**src/rtl/mem_stage_lsu.sv**
```systemverilog
// MEM-stage load/store unit: turns EX/MEM load/store controls into a registered
// valid/ready data-memory transaction and stalls the pipeline until it completes.
module mem_stage_lsu #(
  parameter int unsigned XLEN = 32
) (
  input  logic            clk,
  input  logic            reset,
  input  logic            MemWriteM,
  input  logic [1:0]      ResultSrcM,
  input  logic [XLEN-1:0] ALUResultM,
  input  logic [XLEN-1:0] WriteDataM,
  input  logic [2:0]      funct3M,
  output logic            StallM,
  output logic            ExcM,
  output logic [XLEN-1:0] ReadDataM,
  output logic            dmem_req,
  output logic            dmem_we,
  output logic [XLEN-1:0] dmem_addr,
  output logic [3:0]      dmem_be,
  output logic [XLEN-1:0] dmem_wdata,
  input  logic            dmem_ready,
  input  logic [XLEN-1:0] dmem_rdata
);

  typedef enum logic [1:0] {IDLE, REQ, DONE} state_e;

  state_e          state_q, state_d;
  logic            req_q, req_d;
  logic            we_q, we_d;
  logic [XLEN-1:0] addr_q, addr_d;
  logic [3:0]      be_q, be_d;
  logic [XLEN-1:0] wdata_q, wdata_d;
  logic [XLEN-1:0] rdata_q, rdata_d;
  logic [2:0]      f3_q, f3_d;
  logic [1:0]      off_q, off_d;

  logic            is_store, is_load, access, legal, misal, bad;
  logic [1:0]      off;
  logic [3:0]      be_new;
  logic [XLEN-1:0] wdata_new;
  logic [7:0]      lbyte;
  logic [15:0]     lhalf;
  logic [XLEN-1:0] load_fmt;

  // MemWriteM wins when both store and load controls are set.
  assign is_store = MemWriteM;
  assign is_load  = ~MemWriteM & (ResultSrcM == 2'b01);
  assign access   = is_store | is_load;
  assign off      = ALUResultM[1:0];

  always_comb begin
    legal = 1'b0;
    case (funct3M)
      3'b000, 3'b001, 3'b010: legal = 1'b1;
      3'b100, 3'b101:         legal = is_load;
      default:                legal = 1'b0;
    endcase
    misal = ((funct3M[1:0] == 2'b01) & off[0]) |
            ((funct3M[1:0] == 2'b10) & (off != 2'b00));
    bad   = ~legal | misal;
  end

  always_comb begin
    be_new    = 4'hF;
    wdata_new = '0;
    case (funct3M[1:0])
      2'b00:   be_new = 4'b0001 << off;
      2'b01:   be_new = 4'b0011 << off;
      default: be_new = 4'hF;
    endcase
    if (is_store) begin
      case (funct3M[1:0])
        2'b00:   wdata_new = {4{WriteDataM[7:0]}};
        2'b01:   wdata_new = {2{WriteDataM[15:0]}};
        default: wdata_new = WriteDataM;
      endcase
    end
  end

  // Width/offset are captured at issue so formatting does not depend on the held EX/MEM inputs.
  always_comb begin
    lbyte    = dmem_rdata[{off_q, 3'b000} +: 8];
    lhalf    = off_q[1] ? dmem_rdata[31:16] : dmem_rdata[15:0];
    load_fmt = dmem_rdata;
    case (f3_q)
      3'b000:  load_fmt = {{(XLEN-8){lbyte[7]}}, lbyte};
      3'b001:  load_fmt = {{(XLEN-16){lhalf[15]}}, lhalf};
      3'b100:  load_fmt = {{(XLEN-8){1'b0}}, lbyte};
      3'b101:  load_fmt = {{(XLEN-16){1'b0}}, lhalf};
      default: load_fmt = dmem_rdata;
    endcase
  end

  always_comb begin
    state_d = state_q;
    req_d   = req_q;
    we_d    = we_q;
    addr_d  = addr_q;
    be_d    = be_q;
    wdata_d = wdata_q;
    rdata_d = rdata_q;
    f3_d    = f3_q;
    off_d   = off_q;
    StallM  = 1'b0;
    ExcM    = 1'b0;
    case (state_q)
      IDLE: begin
        if (access) begin
          if (bad) begin
            ExcM = 1'b1;
          end else begin
            StallM  = 1'b1;
            state_d = REQ;
            req_d   = 1'b1;
            we_d    = is_store;
            addr_d  = {ALUResultM[XLEN-1:2], 2'b00};
            be_d    = be_new;
            wdata_d = wdata_new;
            f3_d    = funct3M;
            off_d   = off;
          end
        end
      end
      REQ: begin
        StallM = 1'b1;
        if (dmem_ready) begin
          req_d   = 1'b0;
          state_d = DONE;
          if (!we_q) rdata_d = load_fmt;
        end
      end
      DONE:    state_d = IDLE;
      default: state_d = IDLE;
    endcase
    if (reset) begin
      StallM = 1'b0;
      ExcM   = 1'b0;
    end
  end

  always_ff @(posedge clk) begin
    if (reset) begin
      state_q <= IDLE;
      req_q   <= 1'b0;
      we_q    <= 1'b0;
      addr_q  <= '0;
      be_q    <= '0;
      wdata_q <= '0;
      rdata_q <= '0;
      f3_q    <= '0;
      off_q   <= '0;
    end else begin
      state_q <= state_d;
      req_q   <= req_d;
      we_q    <= we_d;
      addr_q  <= addr_d;
      be_q    <= be_d;
      wdata_q <= wdata_d;
      rdata_q <= rdata_d;
      f3_q    <= f3_d;
      off_q   <= off_d;
    end
  end

  assign ReadDataM  = rdata_q;
  assign dmem_req   = req_q;
  assign dmem_we    = we_q;
  assign dmem_addr  = addr_q;
  assign dmem_be    = be_q;
  assign dmem_wdata = wdata_q;

endmodule
```
**config.mk**
```make
export PLATFORM = sky130hd
export DESIGN_NAME = mem_stage_lsu
export DESIGN_NICKNAME = d
export VERILOG_FILES = /design/src/rtl/mem_stage_lsu.sv
export SDC_FILE = /design/constraint.sdc
export NUM_CORES = 1
export LEC_CHECK = 0
export ABC_CLOCK_PERIOD_IN_PS = 2000
export BUFFER_PORTS_ARGS = -buffer_cell sky130_fd_sc_hd__buf_2
export CORE_UTILIZATION = 48
export DETAILED_ROUTE_END_ITERATION = 10
export PLACE_DENSITY = 0.86
export SLEW_MARGIN = 10
export SYNTH_ARGS = -nofsm -noshare
export SYNTH_HDL_FRONTEND = slang
export SYNTH_SLANG_ARGS = --single-unit
```
**constraint.sdc**
```tcl
create_clock -name clk -period 2 [get_ports clk]
set_input_delay 0.4 -clock clk [delete_from_list [all_inputs] [get_ports clk]]
set_output_delay 0.4 -clock clk [all_outputs]
set_load 0.01 [all_outputs]
```
==> results of run 1 <==
==> cell type report <==
cell class              count  area, um^2
fillers                   835        3500
clock inverters             3        43.8
multi-input cells         394        2470
flip-flops and latches    107        2140
well taps                 133         166
clock buffers              13         159
inverters                   6        22.5
diodes                      1        2.50
repair buffers            235        1260
==> synth_stat cells, types with 2 or more instances <==
library cell | instances | area, um^2
nand3_1 | 42 | 210
o211ai_1 | 4 | 30.0
nor3_1 | 6 | 30.0
mux2_2 | 6 | 67.6
o21ai_0 | 65 | 325
or2_1 | 2 | 12.5
nand2_1 | 33 | 124
inv_1 | 5 | 18.8
a31oi_1 | 10 | 62.6
clkbuf_1 | 34 | 128
a21oi_4 | 2 | 32.5
a21oi_1 | 83 | 415
a311oi_1 | 2 | 17.5
nand4_1 | 8 | 50.1
mux2i_1 | 25 | 250
o21ai_1 | 8 | 40.0
nand2b_1 | 5 | 31.3
buf_4 | 8 | 60.1
o2bb2ai_1 | 24 | 210
buf_2 | 14 | 70.1
a2111oi_0 | 2 | 17.5
nand3b_1 | 5 | 37.5
a22oi_1 | 8 | 60.1
a21o_1 | 8 | 60.1
dfxtp_1 | 107 | 2140
nor2b_1 | 6 | 37.5
mux2_1 | 5 | 56.3
nor2_1 | 15 | 56.3
nor3b_1 | 2 | 15.0
==> registers in the layout, indices dropped and copies added (netlist names) <==
| signal | count |
|---|---|
| off_q | 2 |
| f3_q | 3 |
| dmem_addr | 30 |
| ReadDataM | 32 |
| dmem_be | 4 |
| dmem_we | 1 |
| state_q | 2 |
| dmem_wdata | 32 |
| dmem_req | 1 |
==> power breakdown <==
group	total, mW	internal (mW)	switching [mW]
Sequential	2.26	2.21	0.0503
Clock	1.37	0.653	0.721
Combinational	0.775	0.322	0.453
==> worst max-delay path: stages <==
cell     delay, ns
buf_4         0.14
nor4b_4       0.35
o221a_4       0.26
a21oi_2       0.06
nor3_2        0.15
buf_2         0.17
==> worst paths after layout <==
check	cells past startpoint	slack, ns	end	start
setup / recovery	6	0.08	StallM	funct3M[1]
hold / removal	3	0.28	dmem_addr[20]	ALUResultM[20]
setup reg to reg	4	0.14	ReadDataM[29]	off_q[1]
hold reg to reg	2	0.47	dmem_req	dmem_req
==> cell families after synthesis <==
| group | Yosys count | share of synthesized area |
|---|---|---|
| AO/OA/AOI/OAI | 223 | 0.277 |
| buffers and inverters | 63 | 0.0585 |
| flip-flops | 107 | 0.441 |
| multiplexers | 37 | 0.0817 |
| other | 1 | 0.000773 |
| AND/OR/NAND/NOR | 132 | 0.140 |
==> placed cells by master (no fill, tap or decap), drive strengths merged, types with 3 or more instances in the layout <==
| cell | instances |
|---|---|
| mux2 | 11 |
| a22oi | 8 |
| buf | 235 |
| dfxtp | 107 |
| inv | 7 |
| o21ai | 73 |
| o211ai | 4 |
| a21oi | 85 |
| nand2b | 5 |
| nand3 | 42 |
| nand2 | 34 |
| mux2i | 25 |
| nor2b | 6 |
| nand3b | 5 |
| nor2 | 16 |
| a21o | 8 |
| clkbuf | 13 |
| nand4 | 8 |
| or2 | 3 |
| o2bb2ai | 24 |
| nor3 | 6 |
| a31oi | 10 |
==> timing repair <==
| action | in CTS | in global routing |
|---|---|---|
| setup buffers | 0 | 2 |
| gates resized for setup | 2 | 7 |
| hold endpoints to repair | 0 | 0 |
| hold buffers | 0 | 0 |
| endpoints found under the setup margin | 1 | 1 |
| pin swaps | 0 | 4 |
==> layer usage <==
layer	vias up	routed length [um]	GRT usage
met2	299	7340	0.471
met1	2437	6020	0.338
met3	24	1420	0.0685
met4	0	355	0.109
met5	-	0	0
li1	2432	-	-
==> results.py, run 1 <==
metrics = {
    "status": {
        "status": "completed",
    },
    "timing": {
        "worst_pin_slew_ns": 0.697,
        "whs_ns": 0.276,
        "finalHoldViolations": 0,
        "worst_slack_ns": 0.0774,
        "skew_ns": 0.0102,
        "min_period_over_period": 0.961,
        "rsz0062_at_grt": "no",
        "max_slew_margin": 0.534,
        "finalCriticalPeriod_ns": 1.92,
        "setup_tns_ns": 0,
        "setup_violations": 0,
        "max_freq_mhz": 520,
        "slew_violations": 0,
    },
    "detailed_routing": {
        "first_pass_iters": 5,
        "drt_iter0_drc": 336,
        "wl_per_cell_um": 17.0,
        "viasPerCell": 5.82,
        "drtAntennaViolNets": 0,
        "num_vias": 5192,
        "drc": 0,
        "wl_mm": 15.1,
    },
    "floorplan": {
        "die-width_um": 103,
        "die-area_um2": 10500,
        "core_um2": 9770,
        "initial_utilization": 0.496,
        "ios": 209,
        "die_h_um": 103,
        "rows": 36,
    },
    "setup_path": {
        "worstSetupPathType": "in2out",
        "cp-end-kind": "primary output",
        "path_max_fanout": 4,
        "cp-start-kind": "input pin",
        "cp_data_required_time_ns": 1.60,
        "cp.arrival_ns": 1.52,
    },
    "final_layout": {
        "fin_nets": 858,
        "final_area_um2": 6270,
        "post_route_cells_drive_above_1_share": 0.360,
        "instances_no_fill": 892,
        "synthToLayoutAreaGrowth_pct": 29.3,
        "post-route-util": 0.642,
    },
    "synth": {
        "synth_edf_count": 0,
        "synth_cells": 563,
        "synth_seq_area_share": 0.441,
        "synth_async_sr_flop_share": 0,
        "synth_area_per_cell_um2": 8.62,
        "synth_warnings": 0,
        "synthFlopType": "dfxtp_1",
        "synth_cell_type_count": 48,
        "ys_ff_latch": 107,
        "netlist_area_um2": 4850,
    },
    "hold_path": {
        "holdCritPathClass": "in2reg",
    },
    "clocking": {
        "clock_latency_ns": 0.36,
        "root_buffer": "clkbuf_8",
        "cts_buffers": 9,
        "clock_sink_count": 107,
        "cts_tree": "built",
        "clk_pin_slew_ns": 0.10,
        "clockBufferDepth": 2,
        "htree_levels": 3,
    },
    "place": {
        "io_buffers": 206,
        "post-place-ws_ns": 0.0121,
        "dpl-instance-area_um2": 6020,
        "gp_congestion": 0.842,
        "dp.cells": 873,
        "hpwlAfterDp_mm": 10.8,
    },
    "power": {
        "total_power_mw": 4.41,
        "p_leak_nw": 2.79,
        "power_density_nw_per_um2": 703,
        "vdd_ir_drop_max_mv": 0.466,
    },
    "grt": {
        "grt_first_pass_wirelength_mm": 22.7,
        "grt_pass1_vias": 4635,
        "grt_usage": 0.278,
        "gr-total-overflow": 0,
        "grt_max_degree": 45,
        "antenna_found_initial": 0,
    },
    "flow_run": {
        "max-cap-violations": 0,
    },
}
Power figures use the tool's default switching activity.
==> run 2: changes to the inputs <==
- CAP_MARGIN: not set -> 30
- RECOVER_POWER: not set -> 100
==> run 2 against run 1 <==
Against the previous run:
- global-route usage stayed put
- utilization down 1.4 points
- via count shrank 0.31%
- count of clock-buffer cells in the layout is the same
- register-to-register slack worse by 0.03 ns
- combinational power down 3.2%
- clock power about the same
- flip-flop and latch count did not move
- final cell count is the same
- critical path type unchanged
- largest power group unchanged
==> results.py, run 2 (synthesized netlist as in run 1, its figures left out) <==
metrics = {
    "final_layout": {
        "fin_nets": 858,
        "fillers": 881,
        "final_area_um2": 6140,
        "post_route_cells_drive_above_1_share": 0.232,
        "synthToLayoutAreaGrowth_pct": 26.5,
        "mostFrequentLayoutCell": "buf_2",
        "post-route-util": 0.628,
        "final_cell_mix": "buf_2, dfxtp_1, clkbuf_1",
    },
    "setup_path": {
        "worst_r2r_endpoint": "ReadDataM[29]",
        "crit_path_end": "StallM",
        "reg2reg_slack_ns": 0.11,
        "cp_data_required_time_ns": 1.60,
        "cp.arrival_ns": 1.52,
        "rr_worst_depth": 4,
        "rr_startpoint": "off_q[1]",
        "setup.worst_path.start": "funct3M[1]",
        "cp-start-kind": "input pin",
        "worstSetupPathType": "in2out",
        "cp-end-kind": "primary output",
        "path_max_fanout": 4,
    },
    "timing": {
        "whs_ns": 0.277,
        "rsz0062_at_grt": "no",
        "setup_violations": 0,
        "max_slew_margin": 0.526,
        "min_period_over_period": 0.961,
        "setup_tns_ns": 0,
        "finalHoldViolations": 0,
        "skew_ns": 0.0103,
        "worst_pin_slew_ns": 0.711,
        "finalCriticalPeriod_ns": 1.92,
        "max_freq_mhz": 520,
        "slew_violations": 0,
    },
    "floorplan": {
        "ios": 209,
        "initial_utilization": 0.496,
        "die-area_um2": 10500,
        "rows": 36,
        "die_h_um": 103,
        "die-width_um": 103,
        "core_um2": 9770,
    },
    "grt": {
        "gr-total-overflow": 0,
        "grt_max_degree": 45,
        "grt_usage": 0.278,
        "grt_pass1_vias": 4635,
        "antenna_found_initial": 0,
        "grt_first_pass_wirelength_mm": 22.7,
    },
    "clocking": {
        "clk_pin_slew_ns": 0.10,
        "clock_latency_ns": 0.36,
        "root_buffer": "clkbuf_8",
        "htree_levels": 3,
        "clockBufferDepth": 2,
        "clock_sink_count": 107,
        "cts_tree": "built",
        "cts_buffers": 9,
    },
    "detailed_routing": {
        "num_vias": 5176,
        "viasPerCell": 5.80,
        "drc": 0,
        "wl_per_cell_um": 16.8,
        "drtAntennaViolNets": 0,
        "drt_iter0_drc": 311,
        "first_pass_iters": 5,
        "wl_mm": 15.0,
    },
    "power": {
        "total_power_mw": 4.39,
        "p_leak_nw": 2.38,
        "vdd_ir_drop_max_mv": 0.467,
        "power_density_nw_per_um2": 715,
    },
    "flow_run": {
        "max-cap-violations": 0,
    },
    "place": {
        "hpwlAfterDp_mm": 10.8,
        "gp_congestion": 0.842,
        "dpl-instance-area_um2": 6020,
        "io_buffers": 206,
    },
    "status": {
        "status": "completed",
    },
    "hold_path": {
        "holdCritPathClass": "in2reg",
    },
}
## run 2: final cells by class
class | count | area (um^2) | share of cell area
multi-input combinational | 394 | 2460 | 0.402
sequential | 107 | 2140 | 0.350
timing repair buffer | 235 | 1130 | 0.185
tap | 133 | 166 | 0.0271
clock buffer | 13 | 159 | 0.0259
clock inverter | 3 | 43.8 | 0.00714
inverter | 6 | 22.5 | 0.00367
antenna | 1 | 2.50 | 0.000408
## run 2: per-stage QoR
step                setup WS [ns]  instances
global placement           0.0524        873
global route               0.0247        891
floorplan                  0.0208        564
finish                     0.0778        892
CTS                        0.0293        889
detailed placement         0.0121        873
## run 2: metal layers
metal	vias up	GRT usage	part of all wire
li1	2433	-	-
met1	2423	0.338	0.39
met5	-	0	0
met4	0	0.109	0.021
met3	25	0.0685	0.096
met2	295	0.471	0.49
## run 2: worst min-delay path by stage
stage	start	endpoint	depth (start not counted)	slack (ns)
after floorplan	f3_q[2]	f3_q[2]	2	0.48
after global placement	dmem_wdata[29]	dmem_wdata[29]	1	0.44
after detailed placement	dmem_wdata[10]	dmem_wdata[10]	1	0.44
after CTS	ALUResultM[18]	dmem_addr[18]	3	0.26
after global routing	ALUResultM[16]	dmem_addr[16]	3	0.26
final	ALUResultM[18]	dmem_addr[18]	3	0.28
## run 2: worst max-delay path, cell delays in order
cell,delay (ns)
buf_4,0.14
nor4b_4,0.34
o221a_4,0.26
a21oi_2,0.06
nor3_2,0.15
clkbuf_2,0.17
## run 2: repair_timing
item / in CTS / in global routing
pin swaps: 0 / 4
setup endpoints to repair: 1 / 1
hold buffers: 0 / 0
gates resized for setup: 2 / 7
buffers inserted: 0 / 2
## run 2: where the power goes
part | internal, mW | switching (mW) | leakage (nW) | total (mW)
Clock | 0.653 | 0.721 | 0.104 | 1.37
Sequential | 2.21 | 0.0519 | 0.869 | 2.26
Combinational | 0.300 | 0.450 | 1.40 | 0.750
==> run 3: changes to the inputs <==
- CORE_ASPECT_RATIO: not set -> 0.9
- CORE_MARGIN: not set -> 10
- REMOVE_ABC_BUFFERS: not set -> 1
==> run 3 against run 2 <==
Against the previous run:
- flip-flop and latch count is the same
- wire length grew 13%
- combinational power is essentially flat
- critical path depth is the same
- clock power grew 22%
- first-iteration DRC count grew 59%
- largest cell class unchanged
- count of clock-buffer cells in the layout shrank 1
- non-clock buffer count grew 2
==> results.py, run 3 (synthesized netlist as in run 1, its figures left out) <==
metrics = {
    "status": {
        "status": "completed",
    },
    "final_layout": {
        "post-route-util": 0.633,
        "final_cell_mix": "dfxtp_1, buf_2, clkbuf_1",
        "fin_nets": 860,
        "fillers": 873,
        "synthToLayoutAreaGrowth_pct": 27.6,
        "mostFrequentLayoutCell": "dfxtp_1",
        "post_route_cells_drive_above_1_share": 0.221,
    },
    "setup_path": {
        "cp.arrival_ns": 1.52,
        "cp-end-kind": "primary output",
        "cp-start-kind": "input pin",
        "critPathMaxStageDelay_ns": 0.30,
        "slowest_stage": "nor4b_4",
        "cp_data_required_time_ns": 1.60,
        "crit_chain": "buf_2 > nor4b_4 > o221a_2 > a21oi_1 > nor3_1 > clkbuf_2",
        "worstSetupPathType": "in2out",
        "rr_startpoint": "state_q[1]",
        "setup.worst_path.start": "MemWriteM",
        "path_max_fanout": 11,
    },
    "place": {
        "post-place-ws_ns": -0.0108,
        "gp_congestion": 0.898,
        "hpwlAfterDp_mm": 12.7,
        "io_buffers": 206,
    },
    "clocking": {
        "cts_tree": "built",
        "htree_levels": 3,
        "root_buffer": "clkbuf_16",
        "clock_sink_count": 107,
        "clock_latency_ns": 0.35,
        "clk_pin_slew_ns": 0.07,
        "ctsHoldBuffers": 0,
        "clockBufferDepth": 2,
        "cts_setup_buffers": 0,
        "cts_buffers": 9,
        "cts_resized": 0,
    },
    "hold_path": {
        "holdCritPathClass": "in2reg",
        "hold_path_startpoint": "ALUResultM[27]",
    },
    "timing": {
        "worst_pin_slew_ns": 0.696,
        "slew_violations": 0,
        "max_freq_mhz": 522,
        "finalHoldViolations": 0,
        "setup_violations": 0,
        "rsz0062_at_grt": "no",
        "min_period_over_period": 0.958,
        "finalCriticalPeriod_ns": 1.92,
        "max_slew_margin": 0.535,
        "skew_ns": 0.00743,
        "worst_slack_ns": 0.0848,
    },
    "grt": {
        "grtUsageMet1": 0.252,
        "grt_pass1_vias": 5368,
        "grt-busiest-layer": "met2",
        "gr-total-overflow": 0,
        "grt_usage": 0.225,
        "met3_usage": 0.110,
        "grt_first_pass_wirelength_mm": 27.3,
        "met2_usage": 0.366,
        "antenna_found_initial": 1,
        "grt_max_degree": 45,
    },
    "detailed_routing": {
        "viasPerCell": 5.87,
        "wl_mm": 17.0,
        "num_vias": 5204,
        "drtAntennaViolNets": 0,
        "drc": 0,
        "first_pass_iters": 5,
        "wl_per_cell_um": 19.2,
        "drt_iter0_drc": 496,
    },
    "power": {
        "comb_power_share": 0.160,
        "clockPowerShare": 0.356,
        "p_sw_frac": 0.277,
        "total_power_mw": 4.68,
        "vdd_ir_drop_max_mv": 0.584,
        "power_density_nw_per_um2": 756,
        "p_switching_mw": 1.30,
        "p_leak_nw": 2.38,
        "p_int_mw": 3.39,
        "pwr-share-seq": 0.483,
    },
    "floorplan": {
        "die-area_um2": 14500,
        "die-width_um": 126,
        "initial_utilization": 0.496,
        "core_um2": 9780,
        "die_h_um": 115,
        "rows": 34,
        "ios": 209,
    },
    "flow_run": {
        "max-cap-violations": 0,
    },
}
[run 3: cell types whose count changed in the layout (fill, tap and decap cells not counted), moves of 5 or more]
cell	before	now
clkbuf_8	11	1
clkbuf_16	0	9
clkbuf_1	98	104
buf_2	110	105
o21ai_0	66	71
o21ai_1	7	2
[run 3: worst max-delay path, delay by kind of cell]
family | cells | cell delay, ns
simple gates | 2 | 0.45
buf+inv | 2 | 0.35
compound gates | 2 | 0.30
[run 3: area by class of cell]
cell class | count | area [um^2] | share of cell area
multi-input combinational | 394 | 2440 | 0.395
clock buffer | 12 | 246 | 0.0398
inverter | 6 | 22.5 | 0.00364
sequential | 107 | 2140 | 0.346
clock inverter | 4 | 26.3 | 0.00424
timing repair buffer | 237 | 1150 | 0.186
tap | 126 | 158 | 0.0255
antenna | 1 | 2.50 | 0.000404
[run 3: worst paths after layout]
kind / end / slack, ns / cells after the start
max: StallM / 0.08 / 6
min: dmem_addr[27] / 0.30 / 3
max reg2reg: dmem_be[2] / 0.22 / 6
min reg2reg: dmem_req / 0.46 / 2
[run 3: stage by stage]
step / setup TNS, ns / area (um^2) / hold slack [ns] / cells
finish: 0 / 6190 / 0.295 / 887
global route: 0 / 6190 / 0.297 / 887
CTS: 0 / 6350 / 0.287 / 886
detailed placement: -0.0108 / 6080 / 0.443 / 870
global placement: 0 / 6080 / 0.440 / 870
floorplan: -58.06 / 4590 / 0.469 / 507
[run 3: routing by layer]
layer  routed length, um  vias to the layer above
met5                   0                        -
met4                 376                        0
met3                2000                       30
met2                7990                      276
met1                6630                     2456
li1                    -                     2442
[run 3: power by group through the flow]
stage | clock [mW] | combinational, mW | sequential, mW
after floorplan | 0 | 0.317 | 2.35
after global placement | 0 | 0.751 | 2.30
after detailed placement | 0 | 0.779 | 2.31
after CTS | 1.69 | 0.783 | 2.26
after global routing | 1.76 | 0.828 | 2.27
final | 1.67 | 0.751 | 2.26
